===== src/rtl/pic_host_sequencer.sv =====
// pic_host_sequencer
//   CPU-side bus sequencer for an 8259-style PIC. After reset it programs
//   ICW1..ICW4 and OCW1, then services the PIC: on interrupt_to_cpu it runs
//   the two-pulse INTA sequence, captures the vector and issues a
//   non-specific EOI unless auto-EOI is configured. Between interrupts it
//   accepts single host read/write cycles on the cmd_* port.
//
// Ports
//   clk, reset           system clock, synchronous active-high reset
//   CS, wr_enable,       PIC chip select / write strobe / read strobe,
//   rd_enable            all active-low
//   A1                   PIC address bit
//   data_out, data_oe    byte toward the PIC and its drive enable
//   data_in              PIC bus read-back (vector / status)
//   int_ack              INTA toward the PIC, active-low
//   interrupt_to_cpu     PIC INT, active-high
//   cmd_valid/ready      host request handshake
//   cmd_read, cmd_a1,    host cycle type, address bit and write byte
//   cmd_data
//   rsp_valid, rsp_data  one-cycle read response
//   vector, vector_valid last captured vector and its update pulse
//   init_done            sticky initialization-complete flag
//   busy                 sequencer is not in IDLE
module pic_host_sequencer #(
    parameter logic [7:0] ICW1_VAL      = 8'h13,
    parameter logic [7:0] ICW2_VAL      = 8'h10,
    parameter logic [7:0] ICW3_VAL      = 8'h00,
    parameter logic [7:0] ICW4_VAL      = 8'h05,
    parameter logic [7:0] OCW1_VAL      = 8'h00,
    parameter logic [7:0] EOI_CMD       = 8'h20,
    parameter int         STROBE_CYCLES = 2
) (
    input  logic       clk,
    input  logic       reset,
    output logic       CS,
    output logic       wr_enable,
    output logic       rd_enable,
    output logic       A1,
    output logic [7:0] data_out,
    output logic       data_oe,
    input  logic [7:0] data_in,
    output logic       int_ack,
    input  logic       interrupt_to_cpu,
    input  logic       cmd_valid,
    output logic       cmd_ready,
    input  logic       cmd_read,
    input  logic       cmd_a1,
    input  logic [7:0] cmd_data,
    output logic       rsp_valid,
    output logic [7:0] rsp_data,
    output logic [7:0] vector,
    output logic       vector_valid,
    output logic       init_done,
    output logic       busy
);

    typedef enum logic [3:0] {
        INIT_WR, IDLE,
        WR_SETUP, WR_STROBE, WR_HOLD,
        RD_SETUP, RD_STROBE, RD_HOLD,
        ACK1, ACK_GAP, ACK2, ACK_DONE,
        EOI_WR
    } state_t;

    typedef enum logic [2:0] {
        STEP_ICW1, STEP_ICW2, STEP_ICW3, STEP_ICW4, STEP_OCW1
    } step_t;

    localparam bit SEND_ICW3 = !ICW1_VAL[1];
    localparam bit SEND_ICW4 = ICW1_VAL[0];
    // Without ICW4 the PIC defaults to normal EOI, so an EOI is still needed.
    localparam bit SEND_EOI  = !SEND_ICW4 || !ICW4_VAL[1];

    localparam int             CW       = (STROBE_CYCLES > 1) ? $clog2(STROBE_CYCLES) : 1;
    localparam logic [CW-1:0]  CNT_LAST = CW'(STROBE_CYCLES - 1);

    state_t         state, state_next;
    step_t          step, step_next;
    logic [CW-1:0]  cnt;
    logic           cnt_last;
    logic           load;
    logic           load_a1;
    logic [7:0]     load_data;
    logic           init_last_hold;

    // Next programmed word after s, skipping ICW3/ICW4 when ICW1 says so.
    function automatic step_t step_after(input step_t s);
        case (s)
            STEP_ICW1: return STEP_ICW2;
            STEP_ICW2: return SEND_ICW3 ? STEP_ICW3 : (SEND_ICW4 ? STEP_ICW4 : STEP_OCW1);
            STEP_ICW3: return SEND_ICW4 ? STEP_ICW4 : STEP_OCW1;
            default:   return STEP_OCW1;
        endcase
    endfunction

    function automatic logic [7:0] step_byte(input step_t s);
        case (s)
            STEP_ICW1: return ICW1_VAL;
            STEP_ICW2: return ICW2_VAL;
            STEP_ICW3: return ICW3_VAL;
            STEP_ICW4: return ICW4_VAL;
            default:   return OCW1_VAL;
        endcase
    endfunction

    assign cnt_last       = (cnt == CNT_LAST);
    assign init_last_hold = (state == WR_HOLD) && !init_done && (step == STEP_OCW1);

    // State register.
    // NOTE: sequential state uses non-blocking assignments so every flop
    // samples pre-edge values, independent of process evaluation order.
    always_ff @(posedge clk) begin
        if (reset) state <= INIT_WR;
        else       state <= state_next;
    end

    // Next-state logic, plus the byte/address to latch when a write starts.
    // NOTE: every variable gets a default before the case so no path leaves
    // one unassigned, which would infer a latch.
    always_comb begin
        state_next = state;
        step_next  = step;
        load       = 1'b0;
        load_a1    = 1'b0;
        load_data  = 8'h00;
        case (state)
            INIT_WR: begin
                state_next = WR_SETUP;
                step_next  = STEP_ICW1;
                load       = 1'b1;
                load_data  = ICW1_VAL;
            end
            IDLE: begin
                if (interrupt_to_cpu) begin
                    state_next = ACK1;
                end else if (cmd_valid) begin
                    state_next = cmd_read ? RD_SETUP : WR_SETUP;
                    load       = 1'b1;
                    load_a1    = cmd_a1;
                    load_data  = cmd_data;
                end
            end
            WR_SETUP:  state_next = WR_STROBE;
            WR_STROBE: if (cnt_last) state_next = WR_HOLD;
            WR_HOLD: begin
                // During init the next word follows with CS held low.
                if (!init_done && step != STEP_OCW1) begin
                    state_next = WR_SETUP;
                    step_next  = step_after(step);
                    load       = 1'b1;
                    load_a1    = 1'b1;
                    load_data  = step_byte(step_after(step));
                end else begin
                    state_next = IDLE;
                end
            end
            RD_SETUP:  state_next = RD_STROBE;
            RD_STROBE: if (cnt_last) state_next = RD_HOLD;
            RD_HOLD:   state_next = IDLE;
            ACK1:      if (cnt_last) state_next = ACK_GAP;
            ACK_GAP:   state_next = ACK2;
            ACK2:      if (cnt_last) state_next = ACK_DONE;
            ACK_DONE:  state_next = SEND_EOI ? EOI_WR : IDLE;
            EOI_WR: begin
                state_next = WR_SETUP;
                load       = 1'b1;
                load_data  = EOI_CMD;
            end
            default:   state_next = INIT_WR;
        endcase
    end

    // Datapath registers: strobe counter, bus byte, captures, init flag.
    always_ff @(posedge clk) begin
        if (reset) begin
            step      <= STEP_ICW1;
            cnt       <= '0;
            A1        <= 1'b0;
            data_out  <= 8'h00;
            rsp_data  <= 8'h00;
            vector    <= 8'h00;
            init_done <= 1'b0;
        end else begin
            step <= step_next;
            // Counter restarts on every state change; it only matters in strobes.
            cnt  <= (state_next == state) ? cnt + 1'b1 : '0;
            if (load) begin
                A1       <= load_a1;
                data_out <= load_data;
            end
            if (state == RD_STROBE && cnt_last) rsp_data <= data_in;
            if (state == ACK2 && cnt_last)      vector   <= data_in;
            if (init_last_hold)                 init_done <= 1'b1;
        end
    end

    // Bus and handshake outputs decoded from state.
    always_comb begin
        CS           = 1'b1;
        wr_enable    = 1'b1;
        rd_enable    = 1'b1;
        int_ack      = 1'b1;
        data_oe      = 1'b0;
        cmd_ready    = 1'b0;
        rsp_valid    = 1'b0;
        vector_valid = 1'b0;
        case (state)
            WR_SETUP, WR_HOLD: begin
                CS      = 1'b0;
                data_oe = 1'b1;
            end
            WR_STROBE: begin
                CS        = 1'b0;
                data_oe   = 1'b1;
                wr_enable = 1'b0;
            end
            RD_SETUP:  CS = 1'b0;
            RD_STROBE: begin
                CS        = 1'b0;
                rd_enable = 1'b0;
            end
            RD_HOLD: begin
                CS        = 1'b0;
                rsp_valid = 1'b1;
            end
            ACK1, ACK2: int_ack      = 1'b0;
            ACK_DONE:   vector_valid = 1'b1;
            IDLE:       cmd_ready    = init_done && !interrupt_to_cpu;
            default: ;
        endcase
    end

    assign busy = (state != IDLE);

endmodule

===== config.mk =====
export PLATFORM = sky130hd
export DESIGN_NAME = pic_host_sequencer
export DESIGN_NICKNAME = d
export VERILOG_FILES = /design/src/rtl/pic_host_sequencer.sv
export SDC_FILE = /design/constraint.sdc
export NUM_CORES = 1
export LEC_CHECK = 0
export CELL_PAD_IN_SITES_DETAIL_PLACEMENT = 0
export CELL_PAD_IN_SITES_GLOBAL_PLACEMENT = 2
export CORE_MARGIN = 5
export CORE_UTILIZATION = 26
export CTS_CLUSTER_SIZE = 28
export DETAILED_ROUTE_END_ITERATION = 10
export GPL_ROUTABILITY_DRIVEN = 0
export HOLD_SLACK_MARGIN = 0.06
export PLACE_DENSITY = 0.91
export RECOVER_POWER = 25
export SLEW_MARGIN = 15
export SYNTH_ARGS = -nofsm -noshare
export SYNTH_HDL_FRONTEND = slang
export SYNTH_SLANG_ARGS = --single-unit
export TNS_END_PERCENT = 10

===== constraint.sdc =====
create_clock -name clk -period 2.1 [get_ports clk]
set_input_delay 0.315 -clock clk [delete_from_list [all_inputs] [get_ports clk]]
set_output_delay 0.315 -clock clk [all_outputs]
set_load 0.03 [all_outputs]

-- Word level (Yosys, flattened, before mapping)
Cells that the tools add are included.
- bitwise gates (word level): 1
- eq/ne operators: 21
- muxes and demuxes: 33
- reduce and logical (&&, ||, !) cells: 19
- add/subtract/negate cells: 1
- operator list (kind ; count):
    case mux 4 bit (12 select lines) ; 1
    case mux 8 bit (4 select lines) ; 1
    2-to-1 mux 4 bit ; 6
    == test 4 bit (second input constant) ; 5
    == test 4 x 3 -> 1 bit (second input constant) ; 4
    2-to-1 mux 8 bit ; 2
    case mux 5 bit (3 select lines) ; 1
    2-to-1 mux 1 bit ; 13
    case mux 3 bit (2 select lines) ; 2
    2-to-1 mux 3 bit ; 3
    == test 4 x 2 -> 1 bit (second input constant) ; 2
    OR reduction 2 bit ; 4
    == test 3 x 1 -> 1 bit (second input constant) ; 2
    == test 3 x 2 -> 1 bit (second input constant) ; 2
    logical AND 1 bit ; 6
    zero test 3 bit ; 2
    OR reduction 6 bit ; 1
    2-to-1 mux 5 bit ; 1
    == test 4 x 1 -> 1 bit (second input constant) ; 1
    == test 4 bit ; 1
    zero test 4 bit ; 1
    inequality test 4 x 1 -> 1 bit (second input constant) ; 1
    == test 3 bit (second input constant) ; 1
    inequality test 3 bit (second input constant) ; 1
    10 further kinds ; 11
- flip-flop bits (word level): 34
- bits of input ports: 22

-- Logic depth before layout (Yosys ltp)
Gate-level depths: netlist of the first run.
- word-level depth: 9
- mapped depth: 7
- gate-level depth less buffers: 5

-- Worst setup path before layout of the first run
OpenSTA, ideal clock, no wires.
- path kind: register to register
- start point: register state[1]
- end point: register A1
- data required time: 1968 ps
- slack: 287 ps
- period minus slack after synthesis: 1813 ps
- stages on the path, launching flop included: 8
- data arrival time: 1681 ps
- library setup time: 132 ps
- cell sequence: dfxtp_1 -> buf_6 -> or4b_4 -> nor3b_4 -> buf_6 -> nor2_1 -> a41oi_2 -> a21oi_1
- word-level cells in the longest chain between the ends: 3
- elaborated cells on any way between the ends: 7
- RTL lines (item ; RTL line ; source):
    start, declared ; 77 ; state_t state, state_next;
    start signal, assigned ; 114 ; else state <= state_next;
    == test 4 bit / zero test 4 bit (equally long branches) ; 126 ; case (state)
    OR reduction 2 bit (no line) ; -- ;
    case mux 1 bit (3 select lines) ; 126 ;
    end signal, assigned ; 188 ; A1 <= load_a1;
    end, declared ; 38 ; output logic A1,
Several ways; a longest one is shown, not always the timed one.
A chain may end at the register's enable or synchronous reset.

-- Worst setup path after layout of the first run
- start point: register state[1]
- end point: output cmd_ready
- word-level cells in the longest chain between the ends: 2
- RTL lines (item ; RTL line ; source):
    == test 4 x 1 -> 1 bit ; 207 ; case (state)
    2-to-1 mux 1 bit ; 207 ;
    end, declared ; 45 ; output logic cmd_ready,
No other way between the ends.

==> flow_summary_export.csv, run 1 <==
group,metric,value,unit
sta,clock.fmax,498,MHz
job,max_cap_viol_count,0,
detailed_routing,ant_nets,0,
detailed_routing,wl,4770,µm
placed_design,postPlaceCellArea,0.00240,mm²
setup_path,cp_max_fo,7,
clocking,cts_hold_buf,0,
grt,first_global_vias,1767,
sta,fin_setup_tns,0,ns
die,die_h,90.4,µm
sta,timing.final.hold_violations,0,
sta,slew_violations,0,
sta,setup_viol,0,
setup_path,crit_path_cell_trace,"or4b_4 > nor2_2 > and2_1 > buf_4",
placed_design,hpwlAfterDp,3630,µm
die,initial_core_util,26.6,%
grt,grt_max_degree,19,
grt,grt_pass1_wl,8320,µm
detailed_routing,wl_per_cell,14.1,µm
logic_synthesis,synth_ff_type,"dfxtp_1",
finish,syn2layout_area_growth,48.0,%
setup_path,reg2reg_slack,0.19,ns
clocking,cts_setup_buffers,0,
logic_synthesis,syn-cell-area,0.00168,mm²
logic_synthesis,synth_cells,193,
min_path,min_from,"data_out[5]$_SDFFE_PP0P_",
setup_path,worstSetupStartpoint,"state[1]$_SDFF_PP0_",
clocking,cts_root_buffer,"clkbuf_8",
setup_path,crit_type,"flop to output port",
die,row_count,29,
placed_design,port_buffers,56,
finish,utilization,39.4,%
setup_path,worst_path_largest_cell_delay,0.61,ns
clocking,tritoncts.num_buffers,5,
setup_path,critPathTopFamily,"simple AND/OR/NAND/NOR gates",
outcome,status,"finished clean",
power,vdd_drop_max,390,µV
sta,clock_skew,0.00463,ns
grt,grt_use_total,12.1,%
clocking,htree_levels,2,
sta,relSlewSlack,66.2,%
setup_path,cp.arrival,1.69,ns
finish,antenna_cells,0,
logic_synthesis,synth-seq-area-share,40.5,%
die,die_area,0.00817,mm²
setup_path,critPathSlowestCell,"or4b_4",
detailed_routing,drt_iter0_drc,146,
grt,grt_overflow,0,
grt,antenna_found_initial,0,
logic_synthesis,ys_async_sr_fraction,0,%
min_path,hp-class,"flop to flop",
logic_synthesis,ys_types,45,
setup_path,cp-start-kind,"flop",
logic_synthesis,syn_nets,215,
logic_synthesis,syn_avg_cell_area,8.71,µm²
finish,drive_above_1_share,14.9,%
die,die_w,90.4,µm
sta,post-route-min-period,2.01,ns
clocking,cts_tree,"yes",
detailed_routing,drc,0,
sta,period_share,95.5,%
logic_synthesis,synth_seq_cells,34,
power,p_leak,1.05,nW
sta,tightest_slew,0.506,ns
power,power_density,621,mW/mm²
die,core_region_area,0.00631,mm²
logic_synthesis,synth_edf_count,0,
setup_path,crit_path_end_kind,"output port",
sta,rsz0062_at_grt,"false",
logic_synthesis,synth_warnings,0,
detailed_routing,viasPerCell,4.77,
clocking,clk_pin_slew_worst_paths,0.07,ns
detailed_routing,drt_pass1_iterations,4,
setup_path,cp.buffers_inverters,1,
clocking,cts.sinks,34,
finish,fin_nets,282,
detailed_routing,vias,1611,
clocking,max-clock-path-buffers,2,
finish,final_area,0.00249,mm²
die,pin_count,57,
setup_path,worstPathRequired,1.78,ns
clocking,clkLatencyLatePin,0.28,ns
setup_path,reg2reg_from,"state[1]$_SDFF_PP0_",
finish,fillCellCount,667,
-- per-stage QoR --
| stage | setup slack [ns] | instances | hold slack [ns] | power [mW] |
|---|---|---|---|---|
| floorplan | 0.287 | 193 | 0.459 | 0.908 |
| global placement | 0.0723 | 330 | 0.453 | 1.06 |
| detailed placement | 0.0524 | 330 | 0.450 | 1.07 |
| CTS | 0.0222 | 338 | 0.469 | 1.57 |
| global route | 0.0141 | 338 | 0.506 | 1.63 |
| finish | 0.0935 | 338 | 0.467 | 1.54 |
-- repair_timing --
action,CTS,global route
resized for setup,3,4
endpoints found under the setup margin,3,4
gates cloned,0,0
-- report_power, final --
part / internal [mW] / total, mW / switching (mW)
Clock: 0.263 / 0.500 / 0.236
Sequential: 0.666 / 0.688 / 0.0218
Combinational: 0.165 / 0.355 / 0.191
Total: 1.09 / 1.54 / 0.449
-- worst paths after layout --
| path | end | cells past startpoint |
|---|---|---|
| worst min-delay path | data_out[5]$_SDFFE_PP0P_ | 2 |
| worst min register to register | data_out[5]$_SDFFE_PP0P_ | 2 |
| worst max register to register | A1$_SDFFE_PP0P_ | 6 |
| worst max-delay path | cmd_ready | 4 |
-- cell usage after synthesis (2+ instances only) --
master	count	area (µm²)
nor3_1	7	35.0
o211ai_1	2	15.0
clkbuf_1	7	26.3
nor2b_1	4	25.0
mux2i_1	20	200
o21ai_0	5	25.0
dfxtp_1	34	681
and3_1	2	12.5
a22oi_1	4	30.0
buf_2	3	15.0
xnor2_1	2	17.5
a21oi_1	11	55.1
nand2b_1	5	31.3
a221oi_1	2	17.5
and2_1	2	12.5
xor2_1	2	17.5
nor3b_1	3	22.5
nand3_1	4	20.0
nand2_1	7	26.3
buf_1	3	11.3
nor2_1	37	139
a31oi_1	2	12.5
nor4_1	2	12.5
buf_6	2	22.5
-- placed cells by master, fill, tap and decap left out, types with 4 or more instances in the layout --
cell type        Yosys  final
nor3_1               7      7
nand3_1              4      4
nor2_1              37     36
a22oi_1              4      4
dfxtp_1             34     33
clkdlybuf4s50_1      0     47
nand2b_1             5      5
o21ai_0              5      5
clkbuf_8             0      6
mux2i_1             20     20
a21oi_1             11     11
nor2b_1              4      4
buf_4                0     18
nand2_1              7      7
-- logic make-up (layout without fill, tap and decap cells) --
group	Yosys count	in the layout	synth area share, %
DFF	34	34	40.5
AOI/OAI and AO/OA	35	35	14.1
and+or+nand+nor	81	81	25.1
xor gates and xnor gates	4	4	2.09
adders and majority gates	1	1	0.596
muxes	21	21	12.6
buffers and inverters	17	85	4.99
-- area by class of cell --
cell class	instances	area (µm²)	share of cell area, %
clock buffers	6	82.6	3.32
clock inverters	2	12.5	0.503
inverters	1	3.75	0.151
multi-input cells	142	918	36.9
flip-flops and latches	34	682	27.4
well taps	77	96.3	3.88
repair buffers	76	691	27.8
-- worst register-to-register path, cell delays in order (launching register included) --
cell     delay (ns)
dfxtp_1        0.38
or4b_4         0.61
nor3b_4        0.26
buf_4          0.22
nor2_1         0.07
a41oi_2        0.15
a21oi_1        0.09
-- metal layers --
metal	vias up	track usage (%)	routed length, µm
met3	2	5.42	472
met4	0	2.98	19
met2	52	21.0	2270
li1	819	-	-
met5	-	0	0
met1	738	13.5	2010
-- flip-flops by register name, indices dropped and copies added, names as in the netlist --
register   count
rsp_data       8
init_done      1
state          4
cnt            1
step           3
vector         8
data_out       8
A1             1
(Power assumes the default switching activity.)
==> run 2, diff against run 1 <==
--- a/config.mk
+++ b/config.mk
@@ -15,6 +15,7 @@
 export HOLD_SLACK_MARGIN = 0.06
 export PLACE_DENSITY = 0.91
 export RECOVER_POWER = 25
+export SETUP_SLACK_MARGIN = 0.5
 export SLEW_MARGIN = 15
 export SYNTH_ARGS = -nofsm -noshare
 export SYNTH_HDL_FRONTEND = slang
==> run 2 against run 1 <==
Cell area is 4.1% higher. Global-route usage is 0.067 points lower. Register-to-register slack better by 0.02 ns. Sequential power hardly changed. Via count is 1.5% higher.
==> flow_summary_export.csv, run 2 (synthesis gave the netlist of run 1 again) <==
group,metric,value,unit
grt,grt_use_total,12.1,%
power,power_density,604,mW/mm²
sta,clock_skew,0.00621,ns
finish,syn2layout_area_growth,54.1,%
die,die_w,90.4,µm
setup_path,cp_max_fo,9,
sta,slew_violations,0,
setup_path,cp-start-kind,"flop",
clocking,cts_tree,"yes",
grt,grt_pass1_wl,8200,µm
finish,utilization,41.0,%
outcome,status,"finished clean",
sta,tightest_slew,0.595,ns
power,p_leak,1.10,nW
detailed_routing,drt_iter0_drc,88,
setup_path,crit_path_end_kind,"flop",
clocking,htree_levels,2,
grt,first_global_vias,1744,
sta,post-route-min-period,1.89,ns
clocking,cts_hold_buf,0,
grt,grt_max_degree,22,
power,vdd_drop_max,369,µV
sta,setup_viol,0,
detailed_routing,wl,4760,µm
detailed_routing,wl_per_cell,13.7,µm
setup_path,critPathSlowestCell,"or4b_4",
min_path,hp-class,"flop to flop",
clocking,clk_pin_slew_worst_paths,0.07,ns
sta,timing.final.hold_violations,0,
finish,reg.largest.list,"data_out x8, rsp_data x8, vector x8",
placed_design,hpwlAfterDp,3440,µm
setup_path,crit_type,"flop to flop",
sta,relSlewSlack,60.3,%
sta,period_share,89.9,%
grt,grt_overflow,0,
detailed_routing,viasPerCell,4.73,
finish,final_cell_mix,"clkdlybuf4s50_1, nor2_1, dfxtp_1",
grt,antenna_found_initial,0,
setup_path,worst_path_largest_cell_delay,0.56,ns
setup_path,worstPathRequired,2.26,ns
clocking,max-clock-path-buffers,2,
die,initial_core_util,26.6,%
clocking,clkLatencyLatePin,0.28,ns
placed_design,port_buffers,56,
clocking,tritoncts.num_buffers,5,
die,die_area,0.00817,mm²
finish,antenna_cells,0,
die,die_h,90.4,µm
setup_path,crit_path_cell_trace,"or4b_4 > buf_4 > nor3b_4 > buf_6 > nor2_1 > a41oi_2 > a21oi_1",
setup_path,cp.arrival,2.05,ns
job,max_cap_viol_count,0,
setup_path,critPathTopFamily,"simple AND/OR/NAND/NOR gates",
detailed_routing,drt_pass1_iterations,4,
die,pin_count,57,
sta,clock.fmax,529,MHz
detailed_routing,drc,0,
setup_path,cp.buffers_inverters,2,
finish,fillCellCount,661,
clocking,cts.sinks,34,
sta,fin_setup_tns,0,ns
finish,final_common_cell,"clkdlybuf4s50_1",
sta,rsz0062_at_grt,"true",
finish,drive_above_1_share,20.1,%
die,row_count,29,
detailed_routing,ant_nets,0,
clocking,cts_root_buffer,"clkbuf_8",
detailed_routing,vias,1635,
finish,fin_nets,290,
die,core_region_area,0.00631,mm²
-- run 2: cell count changes in the layout (fill, tap and decap cells not counted), moves of 2 or more --
cell,before,now
buf_4,18,26
buf_2,0,2
dlymetal6s2s_1,2,0
clkbuf_2,3,0
dfxtp_4,0,2
buf_6,0,3
dfxtp_1,33,31
clkbuf_1,2,4
-- run 2: power breakdown --
| part | internal (mW) | total, mW | switching, mW |
|---|---|---|---|
| sequential | 0.666 | 0.686 | 0.0195 |
| clock | 0.264 | 0.500 | 0.235 |
| combinational | 0.177 | 0.377 | 0.200 |
-- run 2: routing by layer --
metal	global-route usage (%)	up-vias	part of all wire, %
li1	-	829	-
met4	2.98	0	0.88
met3	6.08	5	9.2
met1	14.4	757	45
met5	0	-	0
met2	19.2	44	45
-- run 2: final timing paths --
kind	startpoint	to	slack (ns)	depth (start not counted)
hold / removal	data_out[5]$_SDFFE_PP0P_	data_out[5]$_SDFFE_PP0P_	0.47	2
setup reg to reg	state[3]$_SDFF_PP0_	A1$_SDFFE_PP0P_	0.21	7
hold reg to reg	data_out[5]$_SDFFE_PP0P_	data_out[5]$_SDFFE_PP0P_	0.47	2
setup / recovery	state[3]$_SDFF_PP0_	A1$_SDFFE_PP0P_	0.21	7
-- run 2: stage by stage --
step	power, mW	instance area (µm²)	hold slack [ns]	setup slack, ns	instances
6_report	1.56	2590	0.471	0.211	346
5_1_grt	1.66	2590	0.506	0.112	346
4_1_cts	1.57	2570	0.478	0.210	344
3_5_place_dp	1.06	2390	0.462	0.0422	329
3_3_place_gp	1.06	2390	0.448	0.0375	329
2_1_floorplan	0.908	1680	0.459	0.307	193
-- run 2: final cells by class --
cell class                 count  area [µm²]  share of cell area (%)
timing repair buffer          84         758                    29.3
clock buffer                   7        86.3                    3.33
clock inverter                 1        5.00                   0.193
multi-input combinational    142         950                    36.7
inverter                       1        3.75                   0.145
sequential                    34         689                    26.6
tap                           77        96.3                    3.72
-- run 2: what timing repair did --
action                                 4_1_cts  5_1_grt
gates resized for setup                     31        6
setup buffers                                7        2
cloned                                       0        0
setup endpoints to repair                   52       52
endpoints found under the hold margin        0        0
pin swaps                                    1        3
-- run 2: tightest hold or removal path: cells and delay by family, from the launching register on --
family	cells	cell delay, ns
DFF	1	0.32
and+or+nand+nor	1	0.06
AOI/OAI and AO/OA	1	0.05
==> run 3, diff against run 2 <==
==> constraint.sdc (replaced) <==
create_clock -name clk -period 1.9 [get_ports clk]
set_input_delay 0.285 -clock clk [delete_from_list [all_inputs] [get_ports clk]]
set_output_delay 0.285 -clock clk [all_outputs]
set_load 0.03 [all_outputs]
==> run 3 against run 2 <==
Cell area grew 5.2%. Cell count grew 0.87%. Clock power grew 10%. Sequential power grew 11%. Power grew 14%. Sequential share of layout area shrank 1.2 points. Hold slack lost 0.0053 ns. Register-to-register slack lost 0.11 ns. Critical endpoint is now cmd_ready.
==> flow_summary_export.csv, run 3 (synthesis gave the netlist of run 1 again) <==
group,metric,value,unit
detailed_routing,wl,5070,µm
detailed_routing,drt_pass1_iterations,4,
setup_path,crit_type,"flop to output port",
sta,clock_skew,0.00585,ns
setup_path,cp-start-kind,"flop",
finish,final_cell_mix,"nor2_1, dfxtp_1, buf_4",
sta,slew_violations,0,
sta,tightest_slew,0.457,ns
clocking,cts_hold_buf,0,
grt,antenna_found_initial,0,
grt,first_global_vias,1733,
finish,final_common_cell,"nor2_1",
min_path,hp-class,"flop to flop",
setup_path,cp.arrival,1.60,ns
die,die_h,90.4,µm
clocking,cts.sinks,34,
clocking,htree_levels,2,
sta,rsz0062_at_grt,"true",
die,die_w,90.4,µm
detailed_routing,viasPerCell,4.83,
detailed_routing,vias,1685,
clocking,cts_root_buffer,"clkbuf_8",
finish,fin_nets,293,
detailed_routing,drc,0,
detailed_routing,wl_per_cell,14.5,µm
clocking,clk_pin_slew_worst_paths,0.07,ns
setup_path,crit_path_end_kind,"output port",
sta,setup_viol,0,
finish,syn2layout_area_growth,62.1,%
die,die_area,0.00817,mm²
clocking,max-clock-path-buffers,2,
clocking,tritoncts.num_buffers,5,
power,power_density,654,mW/mm²
outcome,status,"finished clean",
detailed_routing,ant_nets,0,
power,finalPower,1.78,mW
finish,reg.largest.list,"data_out x8, rsp_data x8, vector x8",
sta,period_share,99.4,%
die,row_count,29,
grt,grt_use_total,12.5,%
sta,clock.fmax,529,MHz
job,max_cap_viol_count,0,
power,vdd_drop_max,443,µV
placed_design,dp_slack,-0.129,ns
power,p_leak,1.32,nW
clocking,cts_tree,"yes",
setup_path,cp_max_fo,4,
setup_path,worstPathRequired,1.62,ns
die,initial_core_util,26.6,%
clocking,clkLatencyLatePin,0.28,ns
sta,post-route-min-period,1.89,ns
sta,relSlewSlack,69.4,%
grt,grt_pass1_wl,8520,µm
placed_design,hpwlAfterDp,3630,µm
sta,timing.final.hold_violations,0,
die,pin_count,57,
grt,grt_overflow,0,
die,core_region_area,0.00631,mm²
placed_design,port_buffers,56,
grt,grt_max_degree,28,
finish,antenna_cells,0,
sta,setup_slack,0.0110,ns
finish,drive_above_1_share,30.1,%
detailed_routing,drt_iter0_drc,65,
==> run 3: cell types whose count changed in the layout (fill, tap and decap cells not counted), moves of 3 or more <==
| cell | before | now |
|---|---|---|
| buf_4 | 26 | 22 |
| buf_6 | 3 | 13 |
| buf_8 | 0 | 4 |
| clkbuf_1 | 4 | 16 |
| clkdlybuf4s50_1 | 46 | 21 |
| dlymetal6s2s_1 | 0 | 11 |
| nand3_1 | 4 | 1 |
| nand3_2 | 0 | 3 |
| nor2_1 | 36 | 32 |
| nor2_4 | 1 | 4 |
==> run 3: area by class of cell <==
type                       count  area [µm²]
fill                         634        3590
multi-input combinational    142        1050
timing repair buffer          87         786
sequential                    34         693
tap                           77        96.3
clock buffer                   7        86.3
clock inverter                 1        5.00
inverter                       1        5.00
==> run 3: report_power, final <==
part           switching, mW  internal (mW)
logic                  0.243          0.225
registers             0.0258          0.736
clock network          0.260          0.292
==> run 3: timing repair <==
| action | in CTS | in global routing |
|---|---|---|
| gates resized for setup | 52 | 61 |
| pin swaps | 4 | 19 |
| buffers inserted | 8 | 1 |
| endpoints found under the setup margin | 68 | 68 |
| hold endpoints to repair | 0 | 0 |
==> run 3: path summary, 6_finish.rpt <==
kind | startpoint | end | slack, ns | cells after the start
max | state[1]$_SDFF_PP0_ | cmd_ready | 0.01 | 4
min | data_out[5]$_SDFFE_PP0P_ | data_out[5]$_SDFFE_PP0P_ | 0.47 | 2
max reg2reg | state[1]$_SDFF_PP0_ | A1$_SDFFE_PP0P_ | 0.10 | 6
min reg2reg | data_out[5]$_SDFFE_PP0P_ | data_out[5]$_SDFFE_PP0P_ | 0.47 | 2
==> run 3: through the flow <==
stage	area, µm²	hold slack [ns]	setup TNS [ns]	cells	util [%]
floorplan	1680	0.429	0	193	-
global placement	2410	0.442	-0.0966	332	38.2
detailed placement	2410	0.452	-0.129	332	38.2
CTS	2630	0.464	0	348	41.7
global route	2720	0.523	-0.108	349	43.1
finish	2720	0.466	0	349	43.1
==> run 3: per-layer routing <==
| layer | routed length (µm) | up-vias | part of all wire [%] | GRT usage [%] |
|---|---|---|---|---|
| li1 | - | 839 | - | - |
| met1 | 2180 | 796 | 43 | 14.8 |
| met2 | 2370 | 44 | 47 | 19.6 |
| met3 | 476 | 6 | 9.4 | 6.58 |
| met4 | 49 | 0 | 0.97 | 3.60 |
| met5 | 0 | - | 0 | 0 |
==> run 3: critical path: stages (launching register included) <==
cell     delay (ns)
dfxtp_4        0.35
or4b_4         0.59
nor2_4         0.11
and2_4         0.14
buf_6          0.12
